===== src/rtl/shacc_seq.sv =====
// rtl/shacc_seq.sv - bit-plane shift-accumulate sequencer, N channels; SHACC_SEQ_SAT_EN enables per-update saturation
module shacc_seq #(
    parameter int W    = 32,
    parameter int A    = 8,
    parameter int N    = 4,
    parameter int PMAX = 16,
    localparam int PW  = $clog2(PMAX + 1)
) (
    input  logic            clk,
    input  logic            rst,
    input  logic            clr,
    input  logic            start,
    input  logic [PW-1:0]   prec,
    input  logic            msb_neg,
    input  logic            in_valid,
    output logic            in_ready,
    input  logic [N*A-1:0]  I,
    output logic            out_valid,
    input  logic            out_ready,
    output logic [N*W-1:0]  O,
    output logic            busy
);

    typedef enum logic [1:0] {IDLE, ACC, DONE} state_t;

    state_t          state_q, state_d;
    logic [PW-1:0]   cnt_q, cnt_d;
    logic [PW-1:0]   prec_q, prec_d;
    logic            neg_q, neg_d;
    logic [N*W-1:0]  acc_q, acc_d;
    logic [N*W-1:0]  acc_upd;
    logic            first_neg;

    // Only the first plane of a two's-complement operand carries negative weight
    assign first_neg = (cnt_q == '0) && neg_q;

`ifdef SHACC_SEQ_SAT_EN
    localparam logic signed [W+1:0] SAT_MAX = {3'b000, {(W-1){1'b1}}};
    localparam logic signed [W+1:0] SAT_MIN = {3'b111, {(W-1){1'b0}}};
`endif

    for (genvar c = 0; c < N; c++) begin : g_ch
        logic [W-1:0] acc_c;
        assign acc_c = acc_q[c*W +: W];
`ifdef SHACC_SEQ_SAT_EN
        // Full-precision 2*acc +/- I, then clamp back into W bits
        logic signed [W+1:0] dbl_c, opnd_c, full_c;
        assign dbl_c  = {acc_c[W-1], acc_c, 1'b0};
        assign opnd_c = (W+2)'($signed(I[c*A +: A]));
        assign full_c = first_neg ? (dbl_c - opnd_c) : (dbl_c + opnd_c);
        assign acc_upd[c*W +: W] = (full_c > SAT_MAX) ? SAT_MAX[W-1:0] :
                                   (full_c < SAT_MIN) ? SAT_MIN[W-1:0] :
                                   full_c[W-1:0];
`else
        // Plain modulo-2^W shift-accumulate, confined to this channel's slice
        logic [W-1:0] dbl_c, opnd_c;
        assign dbl_c  = acc_c << 1;
        assign opnd_c = W'($signed(I[c*A +: A]));
        assign acc_upd[c*W +: W] = first_neg ? (dbl_c - opnd_c) : (dbl_c + opnd_c);
`endif
    end

    // State, counters and accumulators; reset discards any sequence in flight
    always_ff @(posedge clk or posedge rst) begin
        if (rst) begin
            state_q <= IDLE;
            cnt_q   <= '0;
            prec_q  <= PW'(1);
            neg_q   <= 1'b0;
            acc_q   <= '0;
        end else begin
            state_q <= state_d;
            cnt_q   <= cnt_d;
            prec_q  <= prec_d;
            neg_q   <= neg_d;
            acc_q   <= acc_d;
        end
    end

    // Next-state: latch config on start, accumulate accepted beats, clr overrides all
    always_comb begin
        state_d = state_q;
        cnt_d   = cnt_q;
        prec_d  = prec_q;
        neg_d   = neg_q;
        acc_d   = acc_q;
        case (state_q)
            IDLE: begin
                if (start) begin
                    if (prec == '0)
                        prec_d = PW'(1);
                    else if (prec > PW'(PMAX))
                        prec_d = PW'(PMAX);
                    else
                        prec_d = prec;
                    neg_d   = msb_neg;
                    acc_d   = '0;
                    cnt_d   = '0;
                    state_d = ACC;
                end
            end
            ACC: begin
                if (in_valid) begin
                    acc_d = acc_upd;
                    cnt_d = cnt_q + PW'(1);
                    if (cnt_q == prec_q - PW'(1))
                        state_d = DONE;
                end
            end
            DONE: begin
                if (out_ready)
                    state_d = IDLE;
            end
            default: state_d = IDLE;
        endcase
        if (clr) begin
            state_d = IDLE;
            acc_d   = '0;
            cnt_d   = '0;
        end
    end

    assign in_ready  = (state_q == ACC);
    assign out_valid = (state_q == DONE);
    assign busy      = (state_q != IDLE);
    assign O         = acc_q;

endmodule


===== config.mk =====
export PLATFORM = sky130hd
export DESIGN_NAME = shacc_seq
export DESIGN_NICKNAME = d
export VERILOG_FILES = /design/src/rtl/shacc_seq.sv
export SDC_FILE = /design/constraint.sdc
export NUM_CORES = 1
export LEC_CHECK = 0
export BUFFER_PORTS_ARGS = -buffer_cell sky130_fd_sc_hd__buf_4
export CAP_MARGIN = 40
export CORE_MARGIN = 2
export CORE_UTILIZATION = 36
export DETAILED_ROUTE_END_ITERATION = 8
export PLACE_DENSITY_LB_ADDON = 0.05
export SKIP_CTS_REPAIR_TIMING = 1
export SLEW_MARGIN = 20
export SYNTH_ARGS = -nofsm -noshare
export SYNTH_HDL_FRONTEND = slang
export SYNTH_SLANG_ARGS = --single-unit

===== constraint.sdc =====
create_clock -name clk -period 4.6 [get_ports clk]
set_input_delay 0.92 -clock clk [delete_from_list [all_inputs] [get_ports clk]]
set_output_delay 0.92 -clock clk [all_outputs]
set_load 0.03 [all_outputs]

==> impl_metrics.tcl, run 1 <==
set metrics [dict create \
    end_kind "flip-flop" \
    cts.sinks 141 \
    cp.required_ns 4.95 \
    p_seq_frac 0.179 \
    ys_seq_area_frac 0.1966 \
    yosys_warnings 0 \
    p_leak_nw 9.607 \
    cts_root_buf "clkbuf_16" \
    yosys_register_bits 141 \
    max_freq_mhz 259.3 \
    fin_util 0.4195 \
    crit_path_max_fanout 13 \
    synthArstFlopShare 1.000 \
    wl_mm 59.92 \
    synthTopCellsByArea "dfrtp_1 20%, ha_1 17%, a21oi_1 6.2%" \
    register_area_mm2 0.003530 \
    ys.flop_type "dfrtp_1" \
    yosys.area.top_type "dfrtp_1" \
    synth-edff-count 0 \
    cp.arrival_ns 4.21 \
    overflow 0 \
    rsz0062_at_grt "no" \
    status "finished clean" \
    viasPerCell 5.680 \
    critPathLaunchType "input pin" \
    synth_area_mm2 0.01795 \
    grt_max_degree 142 \
    syn-mean-instance-area_um2 7.510 \
    synthCells 2390 \
    p_int_w 0.005079 \
    vias 17960 \
    initial_core_util 0.3659 \
    grt_pass1_vias 17300 \
    drive_above_1_share 0.1209 \
    ant_nets 0 \
    cts_tree "done" \
    hold_start "O[63]" \
    antenna_found_initial 2 \
    final.setup.tns_ns 0 \
    die_area_mm2 0.05166 \
    reg2reg_slack_ns 1.13 \
    port_buffers 174 \
    synth_top_cell_area_share 0.1952 \
    vdd_drop_max_mv 0.2654 \
    syn_to_final_growth_pct 14.65 \
    io_pins 175 \
    synth.distinct_cells 94 \
    fillerInstances 5160 \
    h-tree-depth 4 \
    dieHeight_um 227.3 \
    power_density_mw_per_mm2 499.2 \
    min_to "O[63]" \
    reg2reg_from "O[0]" \
    num_rows 81 \
    first_pass_iters 6 \
    min_period_over_period 0.8385 \
    reg2reg_depth 13 \
    antenna_cells 0 \
    drtIter0Drc 1281 \
    setup_viol 0 \
    gp_congestion 0.9100 \
    fin_nets 2781 \
    period_minus_slack_ns 3.857 \
    dp_hpwl_mm 43.88 \
    tightestPinTransition_ns 0.8699 \
    slew_violations 0 \
    numCtsBuffers 17 \
    multi_input_area_mm2 0.01335 \
    cap_violations 0 \
    clockBufferDepth 2 \
    grt_pass1_wl_mm 95.34 \
    syn-num-nets 2685 \
    track_usage 0.2327 \
    min_path_type "flip-flop to flip-flop" \
    p_switching_w 0.005194 \
    final.setup_skew_ns 0.01246 \
    insertion_delay_ns 0.51 \
    relSlewSlack 0.4201 \
    path_class "input pin to flip-flop" \
    die_x_um 227.3 \
    yosysMostFrequentCell "ha_1" \
    swShare 0.5056 \
    drc 0 \
    path_clk_slew_ns 0.06 \
    core-area_mm2 0.04905 \
    ys_top_cells_by_count "243 x ha_1, 233 x nand2_1, 222 x a21oi_1" \
    reg2reg_to "O[21]" \
    pwr-share-comb 0.661 \
    holdPathStages 2 \
    clockPowerShare 0.160 \
    wire_per_inst_um 18.95 \
    hold_viol 0 \
]
## logic make-up after synthesis
family | Yosys count | synth area share
flops | 141 | 0.1966
fa+ha+maj | 251 | 0.1783
xor+xnor | 125 | 0.06099
buf+inv | 284 | 0.06183
simple gates | 717 | 0.1851
mux | 14 | 0.008156
compound gates | 858 | 0.3090
## critical path, cell delays in order
cell and delay [ns]:
buf_4 0.11, inv_1 0.43, buf_4 0.34, ha_1 0.41
nor2_1 0.21, nand2_1 0.10, nor3_1 0.35, o31a_1 0.21
a31oi_1 0.05, a221oi_1 0.48, a221o_1 0.25, o41ai_1 0.09
xnor2_1 0.17, o21ai_1 0.07
## power groups by stage
stage | clock network (W) | registers (W) | logic (W)
after global routing | 0.00174 | 0.00189 | 0.00750
after CTS | 0.00171 | 0.00185 | 0.00678
after global placement | 0 | 0.00186 | 0.00676
after detailed placement | 0 | 0.00187 | 0.00674
after floorplan | 0 | 0.00220 | 0.00452
final | 0.00164 | 0.00184 | 0.00679
## worst max-delay path by stage
stage                     startpoint      to  slack, ns  cells past startpoint
final                          I[15]   O[63]       0.74                     14
after global routing           I[31]  O[127]       0.53                     12
after CTS                      I[15]   O[63]       0.81                     14
after detailed placement       I[15]   O[63]       0.27                     14
after global placement         I[15]   O[63]       0.30                     14
after floorplan                I[31]  O[127]       0.75                     12
## layout make-up
| class | count | area share |
|---|---|---|
| Clock inverter | 11 | 0.009241 |
| Clock buffer | 20 | 0.02219 |
| Tap cell | 664 | 0.04037 |
| Inverter | 144 | 0.02645 |
| Multi-Input combinational cell | 1965 | 0.6485 |
| Timing Repair Buffer | 217 | 0.08177 |
| Sequential cell | 141 | 0.1715 |
## metal layers
layer | track usage | wire (um) | share of wire | up-vias
li1 | - | - | - | 8836
met1 | 0.3112 | 28150 | 0.47 | 8594
met2 | 0.3742 | 27450 | 0.46 | 462
met3 | 0.05679 | 3243 | 0.054 | 64
met4 | 0.06114 | 1047 | 0.017 | 4
met5 | 0 | 27 | 0.00045 | -
## cells in the final DEF, fill, tap and decap left out, types with 34 or more instances in the layout
cell type	Yosys	final
nor3_1	71	71
a21o_1	49	49
o21ai_1	76	76
a21oi_1	222	222
ha_1	243	243
nand3_1	42	41
nor2_1	197	195
nand2_1	233	233
buf_4	3	212
o21ai_0	172	172
xnor2_1	101	101
o21bai_1	38	38
dfrtp_1	140	140
inv_1	140	139
o31ai_1	34	34
## state kept, by name, summed over array words and instances (netlist names)
signal and count:
O 128, prec_q 5, state_q 2, neg_q 1
cnt_q 5
## per-stage QoR
step                std cells  cell area, um^2  power, W  hold slack, ns  setup slack [ns]
floorplan                2390            17950  0.006718          0.4725            0.7519
global placement         3129            19900  0.008624          0.4712            0.2970
detailed placement       3130            19920  0.008611          0.4780            0.2658
CTS                      3161            20570   0.01034          0.4921            0.8075
global route             3162            20580   0.01113          0.5268            0.5251
finish                   3162            20580   0.01027          0.4831            0.7431
Power figures use the tool's default switching activity.
==> inputs of run 2 (changes only) <==
- clock period: 4.6 -> 4 ns (I/O delays scaled with it)
==> run 2 against run 1 <==
Via count is 1.7% higher. Routed wire length increased by 2.1%. Highest routed layer unchanged. Design area is 2.6% higher. Register-to-register slack got worse by 0.69 ns. Clock-buffer cell count unchanged. Global-route usage rose by 0.25 points. Utilization increased by 1.1 points. Sequential cell count stayed put. First-iteration DRC count shrank 8.6%. Worst hold slack lost 0.075 ns.
==> impl_metrics.tcl, run 2 (synthesis results as in run 1) <==
set metrics [dict create \
    tightestPinTransition_ns 0.7577 \
    clockPowerShare 0.147 \
    setup_viol 0 \
    insertion_delay_ns 0.50 \
    first_pass_iters 7 \
    io_pins 175 \
    dp_hpwl_mm 45.78 \
    num_rows 81 \
    antenna_found_initial 2 \
    dp.cells 3206 \
    antenna_cells 0 \
    die_x_um 227.3 \
    relSlewSlack 0.4949 \
    min_path_type "input pin to async pin" \
    placed_area_mm2 0.02052 \
    wl_mm 61.20 \
    power_density_mw_per_mm2 566.0 \
    cts_tree "done" \
    grt_pass1_wl_mm 96.36 \
    crit_path_max_fanout 12 \
    syn_to_final_growth_pct 17.65 \
    drtIter0Drc 1171 \
    port_buffers 174 \
    critPathMaxStageDelay_ns 0.55 \
    status "finished clean" \
    cp.required_ns 4.37 \
    die_area_mm2 0.05166 \
    track_usage 0.2353 \
    layout.cells.non_filler 3238 \
    p_int_w 0.005906 \
    min_period_over_period 0.9129 \
    crit_buf_inv 2 \
    final.setup.tns_ns 0 \
    cpMostUsedCell "o31ai_1" \
    fin_nets 2856 \
    hold_viol 0 \
    wire_per_inst_um 18.90 \
    rsz0062_at_grt "no" \
    end_kind "flip-flop" \
    vdd_drop_max_mv 0.3000 \
    final.setup_skew_ns 0.01145 \
    clockBufferDepth 2 \
    worst_path_max_delay_cell "a2111oi_1" \
    overflow 0 \
    path_class "input pin to flip-flop" \
    critPathLaunchType "input pin" \
    max_freq_mhz 273.9 \
    p_leak_nw 9.969 \
    grt_max_degree 135 \
    ant_nets 0 \
    fillerInstances 5094 \
    dieHeight_um 227.3 \
    viasPerCell 5.641 \
    layout_commonest_cell "buf_4" \
    largest_reg_flops 128 \
    numCtsBuffers 17 \
    drc 0 \
    p_switching_w 0.006047 \
    core-area_mm2 0.04905 \
    vias 18270 \
    pwr-share-comb 0.675 \
    cts_root_buf "clkbuf_16" \
    layout_common_cells "286 x buf_4, 243 x ha_1, 233 x nand2_1" \
    crit_chain "buf_4 > inv_1 > ha_1 > nor3_1 > o31ai_1 > a2111oi_1 > or3_1 > nand2_1 > a2111oi_0 > o31ai_1 > xnor2_1 > o21ai_1" \
    fin_util 0.4305 \
    cp_top_family "compound AO/OA/AOI/OAI gates" \
    initial_core_util 0.3659 \
    cap_violations 0 \
    final_cell_area_mm2 0.02112 \
    cts.sinks 141 \
    drive_above_1_share 0.1469 \
    cp.arrival_ns 4.02 \
    gp_congestion 0.9211 \
    period_minus_slack_ns 3.652 \
    post-place-ws_ns -0.1328 \
    swShare 0.5059 \
    h-tree-depth 4 \
    grt_pass1_vias 17730 \
    path_clk_slew_ns 0.07 \
    p_seq_frac 0.178 \
    slew_violations 0 \
    layout_setup_ws_ns 0.3484 \
]
## run 2: power by group through the flow
stage	Combinational, W	Sequential [W]	Clock [W]
after floorplan	0.00520	0.00253	0
after global placement	0.00802	0.00215	0
after detailed placement	0.00800	0.00216	0
after CTS	0.00805	0.00213	0.00182
after global routing	0.00886	0.00218	0.00185
final	0.00807	0.00213	0.00175
## run 2: metrics by stage
step	hold slack (ns)	power, W
floorplan	0.4725	0.007726
global placement	0.4712	0.01017
detailed placement	0.4885	0.01016
CTS	0.3971	0.01201
global route	0.4386	0.01289
finish	0.4084	0.01195
## run 2: per-layer routing
layer  up-vias  global-route usage  share of wire
met1      8765              0.3122           0.47
met2       436              0.3807           0.46
met5         -                   0        0.00039
met4         4             0.08117          0.021
li1       8979                   -              -
met3        82             0.04621          0.050
## run 2: layout make-up
cell class,instances,area (um^2),area share
Clock inverter,12,143.9,0.006814
Clock buffer,20,456.7,0.02163
Multi-Input combinational cell,1965,13350,0.6319
Tap cell,664,830.8,0.03934
Inverter,144,544.3,0.02577
Timing Repair Buffer,292,2267,0.1074
Sequential cell,141,3530,0.1671
## run 2: final timing paths
check,endpoint,cells past startpoint,slack (ns),startpoint
setup / recovery,O[127],12,0.35,I[31]
hold / removal,O[82],2,0.41,rst
setup reg to reg,O[25],13,0.44,O[0]
hold reg to reg,O[63],2,0.49,O[63]
max in group asynchronous,prec_q[0],3,2.69,rst
min in group clk,O[63],2,0.49,O[63]
## run 2: worst reg2reg max path, stage by stage (launching register included)
cell and delay, ns:
dfrtp_1 0.44, ha_1 0.20, inv_1 0.05, fa_1 0.41, o21ba_2 0.24, nor4_1 0.43
o311ai_2 0.24, a21oi_2 0.26, o41ai_4 0.14, nor4b_1 0.34, o31ai_1 0.15, a41oi_1 0.30
xnor2_1 0.17, o21ai_1 0.07
==> inputs of run 3 (changes only) <==
- CORE_ASPECT_RATIO: default -> 1.5
==> run 3 against run 2 <==
Non-clock buffer count rose by 16. Final cell count rose by 0.49%. Global-route usage rose by 0.81 points. Maximum frequency rose by 6.3%. Clock power rose by 10%. Routed wire length rose by 3.5%. Clock-buffer cell count fell by 3. Via count rose by 0.41%. Worst hold slack improved by 0.083 ns. Setup slack improved by 0.22 ns. Sequential power barely moved. Critical path type unchanged. Critical endpoint is now O[30]. Highest routed layer unchanged.
==> impl_metrics.tcl, run 3 (synthesis results as in run 1) <==
set metrics [dict create \
    p_leak_nw 10.08 \
    grt_max_degree 142 \
    vias 18340 \
    dp.cells 3220 \
    port_buffers 174 \
    syn_to_final_growth_pct 18.82 \
    setup_viol 0 \
    grt_pass1_wl_mm 102.3 \
    first_pass_iters 5 \
    end_kind "flip-flop" \
    wl_mm 63.33 \
    layout_commonest_cell "buf_4" \
    viasPerCell 5.636 \
    path_clk_slew_ns 0.07 \
    power_density_mw_per_mm2 573.8 \
    antenna_found_initial 2 \
    drive_above_1_share 0.1525 \
    fin_nets 2872 \
    period_minus_slack_ns 3.434 \
    cap_violations 0 \
    wire_per_inst_um 19.46 \
    overflow 0 \
    core-area_mm2 0.04942 \
    die_area_mm2 0.05170 \
    largest_reg_flops 128 \
    critPathLaunchType "input pin" \
    rsz0062_at_grt "no" \
    min_path_type "input pin to async pin" \
    gp_congestion 0.8966 \
    die_x_um 186.3 \
    crit_path_max_fanout 10 \
    cts_tree "done" \
    insertion_delay_ns 0.48 \
    vdd_drop_max_mv 0.4103 \
    cts_root_buf "clkbuf_16" \
    min_period_over_period 0.8584 \
    final.setup_skew_ns 0.01239 \
    drc 0 \
    dieHeight_um 277.5 \
    num_rows 100 \
    layout.cells.non_filler 3254 \
    hold_viol 0 \
    initial_core_util 0.3632 \
    h-tree-depth 4 \
    cp.arrival_ns 3.79 \
    grt_pass1_vias 18800 \
    layout_common_cells "300 x buf_4, 243 x ha_1, 233 x nand2_1" \
    numCtsBuffers 17 \
    drtIter0Drc 886 \
    status "finished clean" \
    cp.required_ns 4.35 \
    dp_hpwl_mm 47.51 \
    ant_nets 0 \
    clockBufferDepth 2 \
    reg2reg_slack_ns 0.60 \
    final.setup.tns_ns 0 \
    track_usage 0.2434 \
    cts.sinks 141 \
    path_class "input pin to flip-flop" \
    max_freq_mhz 291.2 \
    relSlewSlack 0.3705 \
    tightestPinTransition_ns 0.9443 \
    io_pins 175 \
    slew_violations 0 \
]
run 3: critical path, stage by stage:
cell      delay [ns]
buf_4           0.11
inv_1           0.22
buf_4           0.21
buf_4           0.23
ha_1            0.30
and3_1          0.24
nand2_1         0.10
nor2_1          0.21
nor4b_1         0.55
nor2_2          0.12
nor4_1          0.32
a211oi_1        0.10
xor2_1          0.20
o21ai_1         0.07
run 3: layout make-up:
| class | instances | area (um^2) |
|---|---|---|
| fillers | 5133 | 28090 |
| well taps | 663 | 829.5 |
| flip-flops and latches | 141 | 3530 |
| clock inverters | 15 | 236.5 |
| repair buffers | 308 | 2415 |
| multi-input cells | 1965 | 13350 |
| diodes | 1 | 2.502 |
| inverters | 144 | 544.3 |
| clock buffers | 17 | 425.4 |
run 3: layer usage:
| metal | vias to the layer above | track usage | share of wire |
|---|---|---|---|
| li1 | 9018 | - | - |
| met1 | 8821 | 0.2816 | 0.42 |
| met2 | 384 | 0.4501 | 0.52 |
| met3 | 116 | 0.02720 | 0.032 |
| met4 | 2 | 0.1038 | 0.033 |
| met5 | - | 0 | 0.00014 |
run 3: worst paths after layout:
path | endpoint | depth (start not counted) | startpoint
setup / recovery | O[30] | 14 | I[7]
hold / removal | O[77] | 3 | rst
setup reg to reg | O[59] | 13 | O[32]
hold reg to reg | O[63] | 2 | O[63]
max in group asynchronous | O[18] | 3 | rst
min in group clk | O[63] | 2 | O[63]
run 3: power by group:
part / leakage (nW) / switching, W / internal (W)
registers: 1.93 / 0.000423 / 0.00172
clock network: 0.318 / 0.000807 / 0.00112
logic: 7.83 / 0.00495 / 0.00322
total: 10.1 / 0.00618 / 0.00606
run 3: through the flow:
step / power [W] / hold WS, ns / area (um^2) / utilization / worst slack, ns
final: 0.01224 / 0.4917 / 21330 / 0.4315 / 0.5663
after global routing: 0.01321 / 0.5160 / 21330 / 0.4315 / 0.2681
after CTS: 0.01232 / 0.4913 / 21300 / 0.4309 / 0.4846
after detailed placement: 0.01031 / 0.4884 / 20640 / 0.4175 / 0.05696
after global placement: 0.01031 / 0.4856 / 20620 / 0.4172 / 0.05461
after floorplan: 0.007726 / 0.4725 / 17950 / - / 0.2719
